===== src/rtl/branch_predictor_tournament_if.sv =====
// Decode-request / EX-resolve bundle between the pipeline and the tournament predictor.
interface branch_predictor_tournament_if #(
  parameter int unsigned ADDR_WIDTH   = 16,
  parameter int unsigned HISTORY_BITS = 8
);
  logic                    i_req_valid;
  logic                    i_req_stall;
  logic [ADDR_WIDTH-1:0]   i_req_pc;
  logic                    o_prediction;
  logic                    o_prediction_gshare;
  logic                    o_prediction_2bit;
  logic [HISTORY_BITS-1:0] o_ghistory;
  logic                    i_res_valid;
  logic [ADDR_WIDTH-1:0]   i_res_pc;
  logic                    i_res_outcome;
  logic                    i_res_prediction;
  logic                    i_res_prediction_gshare;
  logic                    i_res_prediction_2bit;
  logic [HISTORY_BITS-1:0] i_res_ghistory;
  logic                    o_mispredict;

  modport master (
    output i_req_valid, i_req_stall, i_req_pc,
    output i_res_valid, i_res_pc, i_res_outcome, i_res_prediction,
    output i_res_prediction_gshare, i_res_prediction_2bit, i_res_ghistory,
    input  o_prediction, o_prediction_gshare, o_prediction_2bit, o_ghistory, o_mispredict
  );

  modport slave (
    input  i_req_valid, i_req_stall, i_req_pc,
    input  i_res_valid, i_res_pc, i_res_outcome, i_res_prediction,
    input  i_res_prediction_gshare, i_res_prediction_2bit, i_res_ghistory,
    output o_prediction, o_prediction_gshare, o_prediction_2bit, o_ghistory, o_mispredict
  );
endinterface


===== src/rtl/branch_predictor_tournament.sv =====
// Tournament (gshare + bimodal) branch direction predictor with speculative GHR repair.
// Define BP_TOURNAMENT_EN to include the chooser table; otherwise gshare alone decides.
module branch_predictor_tournament #(
  parameter int unsigned ADDR_WIDTH   = 16,
  parameter int unsigned INDEX_BITS   = 8,
  parameter int unsigned HISTORY_BITS = 8
) (
  input  logic                         clk,
  input  logic                         rst,
  branch_predictor_tournament_if.slave bp
);
  localparam int unsigned ENTRIES = 1 << INDEX_BITS;
  localparam logic [1:0]  CNT_WEAK_NT = 2'b01;
  localparam logic [1:0]  CNT_WEAK_T  = 2'b10;

  function automatic logic [1:0] sat_step(input logic [1:0] cnt, input logic up);
    if (up) return (cnt == 2'b11) ? cnt : cnt + 2'd1;
    else    return (cnt == 2'b00) ? cnt : cnt - 2'd1;
  endfunction

  logic [1:0]              bim_q [ENTRIES];
  logic [1:0]              bim_d [ENTRIES];
  logic [1:0]              gsh_q [ENTRIES];
  logic [1:0]              gsh_d [ENTRIES];
`ifdef BP_TOURNAMENT_EN
  logic [1:0]              cho_q [ENTRIES];
  logic [1:0]              cho_d [ENTRIES];
`endif
  logic [HISTORY_BITS-1:0] ghr_q, ghr_d;
  logic                    mispredict_q, mispredict_d;

  logic [INDEX_BITS-1:0]   req_idx, req_gidx, res_idx, res_gidx;
  logic                    pred_gshare, pred_2bit, pred_final;
  logic                    res_mispredict, fire;

  assign req_idx  = bp.i_req_pc[INDEX_BITS+1:2];
  assign req_gidx = req_idx ^ INDEX_BITS'(ghr_q);
  assign res_idx  = bp.i_res_pc[INDEX_BITS+1:2];
  assign res_gidx = res_idx ^ INDEX_BITS'(bp.i_res_ghistory);

  assign pred_gshare = gsh_q[req_gidx][1];
  assign pred_2bit   = bim_q[req_idx][1];
`ifdef BP_TOURNAMENT_EN
  assign pred_final  = cho_q[req_idx][1] ? pred_gshare : pred_2bit;
`else
  assign pred_final  = pred_gshare;
`endif

  assign res_mispredict = bp.i_res_valid & (bp.i_res_prediction != bp.i_res_outcome);
  assign fire           = bp.i_req_valid & ~bp.i_req_stall & ~res_mispredict;

  assign bp.o_prediction        = pred_final;
  assign bp.o_prediction_gshare = pred_gshare;
  assign bp.o_prediction_2bit   = pred_2bit;
  assign bp.o_ghistory          = ghr_q;
  assign bp.o_mispredict        = mispredict_q;

  // Table training and GHR update; a resolve-side repair beats a same-cycle fire.
  always_comb begin
    bim_d        = bim_q;
    gsh_d        = gsh_q;
`ifdef BP_TOURNAMENT_EN
    cho_d        = cho_q;
`endif
    ghr_d        = ghr_q;
    mispredict_d = res_mispredict;

    if (bp.i_res_valid) begin
      bim_d[res_idx]  = sat_step(bim_q[res_idx], bp.i_res_outcome);
      gsh_d[res_gidx] = sat_step(gsh_q[res_gidx], bp.i_res_outcome);
`ifdef BP_TOURNAMENT_EN
      if (bp.i_res_prediction_gshare != bp.i_res_prediction_2bit)
        cho_d[res_idx] = sat_step(cho_q[res_idx],
                                  bp.i_res_prediction_gshare == bp.i_res_outcome);
`endif
    end

    if (res_mispredict)
      ghr_d = {bp.i_res_ghistory[HISTORY_BITS-2:0], bp.i_res_outcome};
    else if (fire)
      ghr_d = {ghr_q[HISTORY_BITS-2:0], pred_final};
  end

  always_ff @(posedge clk) begin
    if (rst) begin
      for (int unsigned i = 0; i < ENTRIES; i++) begin
        bim_q[i] <= CNT_WEAK_NT;
        gsh_q[i] <= CNT_WEAK_NT;
`ifdef BP_TOURNAMENT_EN
        cho_q[i] <= CNT_WEAK_T;
`endif
      end
      ghr_q        <= '0;
      mispredict_q <= 1'b0;
    end else begin
      bim_q        <= bim_d;
      gsh_q        <= gsh_d;
`ifdef BP_TOURNAMENT_EN
      cho_q        <= cho_d;
`endif
      ghr_q        <= ghr_d;
      mispredict_q <= mispredict_d;
    end
  end

  // PC bits outside the index window (and carried component bits without a chooser) are not needed.
  logic unused_bits;
`ifdef BP_TOURNAMENT_EN
  assign unused_bits = ^{bp.i_req_pc[1:0], bp.i_req_pc[ADDR_WIDTH-1:INDEX_BITS+2],
                         bp.i_res_pc[1:0], bp.i_res_pc[ADDR_WIDTH-1:INDEX_BITS+2]};
`else
  assign unused_bits = ^{bp.i_req_pc[1:0], bp.i_req_pc[ADDR_WIDTH-1:INDEX_BITS+2],
                         bp.i_res_pc[1:0], bp.i_res_pc[ADDR_WIDTH-1:INDEX_BITS+2],
                         bp.i_res_prediction_gshare, bp.i_res_prediction_2bit,
                         CNT_WEAK_T};
`endif
endmodule


===== src/flat_wrapper.sv =====
// flat-port wrapper written by rule: the top's interface ports become plain ports
module branch_predictor_tournament_flat 
#(
  parameter int unsigned ADDR_WIDTH   = 16,
  parameter int unsigned INDEX_BITS   = 8,
  parameter int unsigned HISTORY_BITS = 8
)
  (clk, rst, bp_i_req_valid, bp_i_req_stall, bp_i_req_pc, bp_i_res_valid, bp_i_res_pc, bp_i_res_outcome, bp_i_res_prediction, bp_i_res_prediction_gshare, bp_i_res_prediction_2bit, bp_i_res_ghistory, bp_o_prediction, bp_o_prediction_gshare, bp_o_prediction_2bit, bp_o_ghistory, bp_o_mispredict);
  branch_predictor_tournament_if #(.ADDR_WIDTH(ADDR_WIDTH), .HISTORY_BITS(HISTORY_BITS)) bp_i ();
  input  logic clk;
  input  logic rst;
  input wire logic [$bits(bp_i.i_req_valid)-1:0] bp_i_req_valid;
  input wire logic [$bits(bp_i.i_req_stall)-1:0] bp_i_req_stall;
  input wire logic [$bits(bp_i.i_req_pc)-1:0] bp_i_req_pc;
  input wire logic [$bits(bp_i.i_res_valid)-1:0] bp_i_res_valid;
  input wire logic [$bits(bp_i.i_res_pc)-1:0] bp_i_res_pc;
  input wire logic [$bits(bp_i.i_res_outcome)-1:0] bp_i_res_outcome;
  input wire logic [$bits(bp_i.i_res_prediction)-1:0] bp_i_res_prediction;
  input wire logic [$bits(bp_i.i_res_prediction_gshare)-1:0] bp_i_res_prediction_gshare;
  input wire logic [$bits(bp_i.i_res_prediction_2bit)-1:0] bp_i_res_prediction_2bit;
  input wire logic [$bits(bp_i.i_res_ghistory)-1:0] bp_i_res_ghistory;
  output wire logic [$bits(bp_i.o_prediction)-1:0] bp_o_prediction;
  output wire logic [$bits(bp_i.o_prediction_gshare)-1:0] bp_o_prediction_gshare;
  output wire logic [$bits(bp_i.o_prediction_2bit)-1:0] bp_o_prediction_2bit;
  output wire logic [$bits(bp_i.o_ghistory)-1:0] bp_o_ghistory;
  output wire logic [$bits(bp_i.o_mispredict)-1:0] bp_o_mispredict;
  assign bp_i.i_req_valid = bp_i_req_valid;
  assign bp_i.i_req_stall = bp_i_req_stall;
  assign bp_i.i_req_pc = bp_i_req_pc;
  assign bp_i.i_res_valid = bp_i_res_valid;
  assign bp_i.i_res_pc = bp_i_res_pc;
  assign bp_i.i_res_outcome = bp_i_res_outcome;
  assign bp_i.i_res_prediction = bp_i_res_prediction;
  assign bp_i.i_res_prediction_gshare = bp_i_res_prediction_gshare;
  assign bp_i.i_res_prediction_2bit = bp_i_res_prediction_2bit;
  assign bp_i.i_res_ghistory = bp_i_res_ghistory;
  assign bp_o_prediction = bp_i.o_prediction;
  assign bp_o_prediction_gshare = bp_i.o_prediction_gshare;
  assign bp_o_prediction_2bit = bp_i.o_prediction_2bit;
  assign bp_o_ghistory = bp_i.o_ghistory;
  assign bp_o_mispredict = bp_i.o_mispredict;
  branch_predictor_tournament #(.ADDR_WIDTH(ADDR_WIDTH), .INDEX_BITS(INDEX_BITS), .HISTORY_BITS(HISTORY_BITS)) u_core (.clk(clk), .rst(rst), .bp(bp_i));
endmodule

===== config.mk =====
export PLATFORM = sky130hd
export DESIGN_NAME = branch_predictor_tournament_flat
export DESIGN_NICKNAME = d
export VERILOG_FILES = /design/src/rtl/branch_predictor_tournament_if.sv /design/src/rtl/branch_predictor_tournament.sv /design/src/flat_wrapper.sv
export SDC_FILE = /design/constraint.sdc
export NUM_CORES = 2
export LEC_CHECK = 0
export CAP_MARGIN = 0
export CELL_PAD_IN_SITES_DETAIL_PLACEMENT = 1
export CELL_PAD_IN_SITES_GLOBAL_PLACEMENT = 2
export CORE_MARGIN = 3
export CORE_UTILIZATION = 40
export CTS_CLUSTER_SIZE = 28
export DETAILED_ROUTE_END_ITERATION = 8
export PLACE_DENSITY_LB_ADDON = 0.1
export SYNTH_ARGS = -nofsm -noshare
export SYNTH_HDL_FRONTEND = slang
export SYNTH_SLANG_ARGS = --single-unit

===== constraint.sdc =====
create_clock -name clk -period 6.1 [get_ports clk]
set_input_delay 1.22 -clock clk [delete_from_list [all_inputs] [get_ports clk]]
set_output_delay 1.22 -clock clk [all_outputs]
set_load 0.02 [all_outputs]

=== Yosys cells after proc, flatten, opt, wreduce, memory -nomap -nowiden ===
Cells that the tools add are included.

* Reductions and logical operators: 5
* Add/subtract/negate cells: 4
* Bitwise logic cells: 11
* Magnitude comparators: 6
* Multiplexer cells: 28
* Equality and inequality tests: 3

{| class="wikitable"
|+ Operators with widths
! cell !! count
|-
| 512-bit bitwise mux || 2
|-
| 2-bit binary-select mux with 8-bit select || 4
|-
| 9-bit greater-or-equal comparator, second input constant || 4
|-
| 2-bit two-way mux || 18
|-
| 8-bit inverter with 9-bit output || 4
|-
| 2-bit demux with 8-bit select || 2
|-
| 9-bit by 1-bit less-than comparator with 1-bit output, second input constant || 2
|-
| 8-bit two-way mux || 2
|-
| 8-bit XOR || 2
|-
| 2-bit by 1-bit adder with 2-bit output, second input constant || 2
|-
| 2-bit equality test, second input constant || 2
|-
| 2-bit zero test || 2
|-
| 2-bit by 1-bit subtractor with 2-bit output, second input constant || 2
|-
| 1-bit bitwise AND || 3
|-
| 1-bit logical AND || 2
|-
| 1-bit inverter || 2
|-
| 2-bit nonzero test || 1
|-
| 1-bit inequality test || 1
|}

* Output and inout port bits: 12
* Bits of input ports: 49
* Register bits after elaboration: 1033
* Word-level logic and storage cells: 571

=== Longest topological paths before layout ===
* Depth after elaboration: 10
* Gate-level depth with buffers: 18

=== Least setup slack after synthesis ===
OpenSTA, ideal clock, no wires.

* Path type: input -> output
* Start point: input bp_i_req_pc[2]
* End point: output bp_o_prediction_gshare
* Arrival: 4.170 ns
* Data required time: 4.880 ns
* Stages on the path: 9
* Path slack: 0.710 ns
* Cells stage by stage: xor2_1 clkbuf_1 mux4_2 mux4_2 a22oi_1 nand2_1 o21ai_0 a21oi_1 buf_4

* Longest elaborated chain between the ends: 5

{| class="wikitable"
|+ Ends and longest elaborated chain
! what !! line !! source
|-
| from (decl) || flat_wrapper.sv:14 || <nowiki>input wire logic [$bits(bp_i.i_req_pc)-1:0] bp_i_req_pc;</nowiki>
|-
| 8-bit XOR || branch_predictor_tournament.sv:37 || <nowiki>assign req_gidx = req_idx ^ INDEX_BITS'(ghr_q);</nowiki>
|-
| 8-bit inverter with 9-bit output (not written as such) || branch_predictor_tournament.sv:41 || <nowiki>assign pred_gshare = gsh_q[req_gidx][1];</nowiki>
|-
| 2-bit binary-select mux with 8-bit select || branch_predictor_tournament.sv:41 ||
|-
| 2-bit two-way mux (not written as such) (2 in series) || branch_predictor_tournament.sv:41 ||
|-
| to (decl) || flat_wrapper.sv:23 || <nowiki>output wire logic [$bits(bp_i.o_prediction_gshare)-1:0] bp_o_prediction_gshare;</nowiki>
|}

No other way between the ends. The select of a mux whose other input is x is not followed.

=== Worst setup path after layout ===
* Start point: input bp_i_req_pc[2]
* End point: output bp_o_prediction_2bit

* Longest elaborated chain between the ends: 4

{| class="wikitable"
|+ Ends and longest elaborated chain
! what !! line !! source
|-
| 8-bit inverter with 9-bit output (not written as such) || branch_predictor_tournament.sv:42 || <nowiki>assign pred_2bit = bim_q[req_idx][1];</nowiki>
|-
| 2-bit binary-select mux with 8-bit select || branch_predictor_tournament.sv:42 ||
|-
| 2-bit two-way mux (not written as such) (2 in series) || branch_predictor_tournament.sv:42 ||
|-
| to (decl) || flat_wrapper.sv:24 || <nowiki>output wire logic [$bits(bp_i.o_prediction_2bit)-1:0] bp_o_prediction_2bit;</nowiki>
|}

No other way between the ends. The select of a mux whose other input is x is not followed.

==> metrics.txt <==
final hold vios 0; # IOs 61; area grow syn2layout 14.3%; Die W 373 um; final wirelength 222 mm; # placed instances 7320; Critical Path RT 4.88 ns; syn_area_per_cell 9.21 sq um; f_max 171 MHz; Util after Layout 46.5%; First DRT Iteration DRCs 4317; Total Routing Usage GR 31.0%; TritonCTS clock tree built; Worst Path Arrival 4.64 ns; Synth Net Count 5895; RSZ-0062 raised after global routing false; nets@finish 5736; area share of the largest cell type after synthesis 38.4%; number of hold buffers added after cts 0; Post-synth top cells 1033 x dfxtp_1, 601 x nor2_1, 584 x a21oi_1, 469 x clkbuf_1, 448 x nor3_1; status finished clean; largest net degree at the start of global routing 224; first-pass GRT wire length 331 mm; total CTS buffers 120; Initial Util 40.6%; crit end category output port; FFs w/ async S/R, synth 0%; port bufs 42; TritonRoute pass-1 iters 5; Synth cell types 72; met2 WL 107 mm; Final Cycle Share 96.1%; Final GP Congestion 0.911; critical path class primary input to output port; # DRC 0; core area 0.132 sq mm; Max Used Layer met5; Routed met1 length 92.7 mm; htree depth 3; most frequent cell after synthesis dfxtp_1; worst hold path class flip-flop to flip-flop; GRT overflow 0; Clock transition at path regs 0.06 ns; max_cap viols 0; initial antenna violation count 4; final cell count without fillers 7550; CP Max Fanout 46; Leakage 0.0196 uW; register area share after synthesis 38.4%; routed wl met3 12.2 mm; post-detailed-route count of antenna-violating nets 0; clock sinks 1033; cell count after synthesis 5846; largest area contributor in the netlist dfxtp_1; Post-synth EDFFs 0; Hold WS 0.466 ns; Clock Tree Buf Depth 3; Post-DP HPWL 143 mm; Via density 6.41; total number of vias 48408; Max VDD drop 0.229 mV; cell area power density 278 mW/mm^2; mapped cell area 0.0538 sq mm; Synth Register Bits 1033; layout cells sized above 1 19.4%; top_reg_cell synth dfxtp_1; row count 133; final worst clock skew 0.0320 ns; Clock Latency Late Sink 0.76 ns; vias in the first global route 48776; WL/cell 29.4 um; Worst-Margin Slew 1.21 ns; Yosys Warn Count 0; minimum clock period 5.86 ns; root buffer cell clkbuf_16; worst rel slew slack 19.5%; max-slew violations 0; Power, Total 17100 uW; Final setup violation count 0; ranking of synthesized cells by area dfxtp_1 38%, mux4_2 18%, a21oi_1 5.4%; die area 0.139 sq mm; Startpoint Class primary input; Die Height 373 um
-- routing by layer --
metal	vias to the layer above	GRT usage, %
li1	21579	-
met1	24900	40.3
met2	1504	51.8
met3	423	4.45
met4	2	12.8
met5	-	0
-- layout by cell type (no fill, tap or decap), drive strengths merged, types with 8 or more instances in the layout --
| cell | Yosys | layout |
|---|---|---|
| dfxtp | 1033 | 1033 |
| nand2 | 365 | 365 |
| a211oi | 147 | 147 |
| xor2 | 15 | 15 |
| clkinv | 0 | 35 |
| a22oi | 41 | 41 |
| nand2b | 17 | 17 |
| o22ai | 17 | 17 |
| nor3 | 448 | 448 |
| clkdlybuf4s50 | 0 | 31 |
| inv | 6 | 8 |
| mux4 | 425 | 425 |
| o41ai | 118 | 118 |
| a21oi | 586 | 586 |
| or3b | 54 | 54 |
| o211ai | 10 | 10 |
| o31ai | 98 | 98 |
| nand4 | 18 | 18 |
| or3 | 116 | 116 |
| o21ai | 529 | 529 |
| nand3 | 45 | 45 |
| nor2b | 223 | 223 |
| nor4 | 18 | 18 |
| o31a | 80 | 80 |
| buf | 175 | 331 |
| nor2 | 601 | 601 |
| xnor2 | 11 | 11 |
| clkbuf | 470 | 184 |
| and2 | 9 | 9 |
| nand3b | 18 | 18 |
| mux2i | 53 | 53 |
| a211o | 39 | 39 |
-- report_power, final --
group / internal, uW / total (uW) / switching, uW
sequential: 6770 / 6790 / 21.2
clock: 4330 / 7470 / 3140
combinational: 816 / 2850 / 2030
-- registers in the layout (all words and copies together) (netlist names) --
| signal | count |
|---|---|
| u_core.gsh_q | 512 |
| u_core.bim_q | 512 |
| u_core.bp.o_ghistory | 8 |
| u_core.bp.o_mispredict | 1 |
-- final timing paths --
| path | start | endpoint | slack (ns) | cells after the start |
|---|---|---|---|---|
| min reg2reg | u_core.bim_q[340] | u_core.bim_q[340] | 0.47 | 2 |
| min | u_core.bim_q[340] | u_core.bim_q[340] | 0.47 | 2 |
| max | bp_i_req_pc[2] | bp_o_prediction_2bit | 0.24 | 7 |
| max reg2reg | u_core.bim_q[0] | u_core.bim_q[266] | 2.28 | 11 |
-- layout make-up --
type	instances	area (sq um)
Inverter	6	22.5
Clock inverter	43	424
Clock buffer	184	3630
Timing Repair Buffer	364	3780
Antenna cell	3	7.51
Tap cell	1755	2200
Multi-Input combinational cell	4162	30800
Sequential cell	1033	20700
Fill cell	14865	70900
-- critical path: stages --
cell and delay [ns]:
buf_4 0.16, buf_12 0.39, mux4_2 0.60, mux4_2 0.59, mux4_2 0.49, mux4_2 0.55, clkdlybuf4s50_1 0.57
-- cell families (layout without fill, tap and decap cells) --
| kind of cell | count (synthesis) | in the layout | synth area share [%] |
|---|---|---|---|
| and+or+nand+nor | 1945 | 1945 | 17.3 |
| AOI/OAI and AO/OA | 1706 | 1706 | 19.6 |
| DFF | 1033 | 1033 | 38.4 |
| buffers and inverters | 651 | 597 | 5.25 |
| muxes | 485 | 485 | 18.9 |
| xor gates and xnor gates | 26 | 26 | 0.472 |
| other | 0 | 3 | 0 |
-- timing repair --
item,CTS,global route
setup endpoints to repair,2,2
gates resized for setup,1,2
setup buffers,0,0
-- per-stage QoR --
stage,instance area (sq um),setup TNS [ns],setup slack (ns)
5_1_grt,61500,0,0.198
2_1_floorplan,53800,0,0.710
6_report,61500,0,0.238
3_5_place_dp,57500,-0.208,-0.106
3_3_place_gp,57500,-0.300,-0.152
4_1_cts,61500,0,0.118
(Power assumes the default switching activity.)
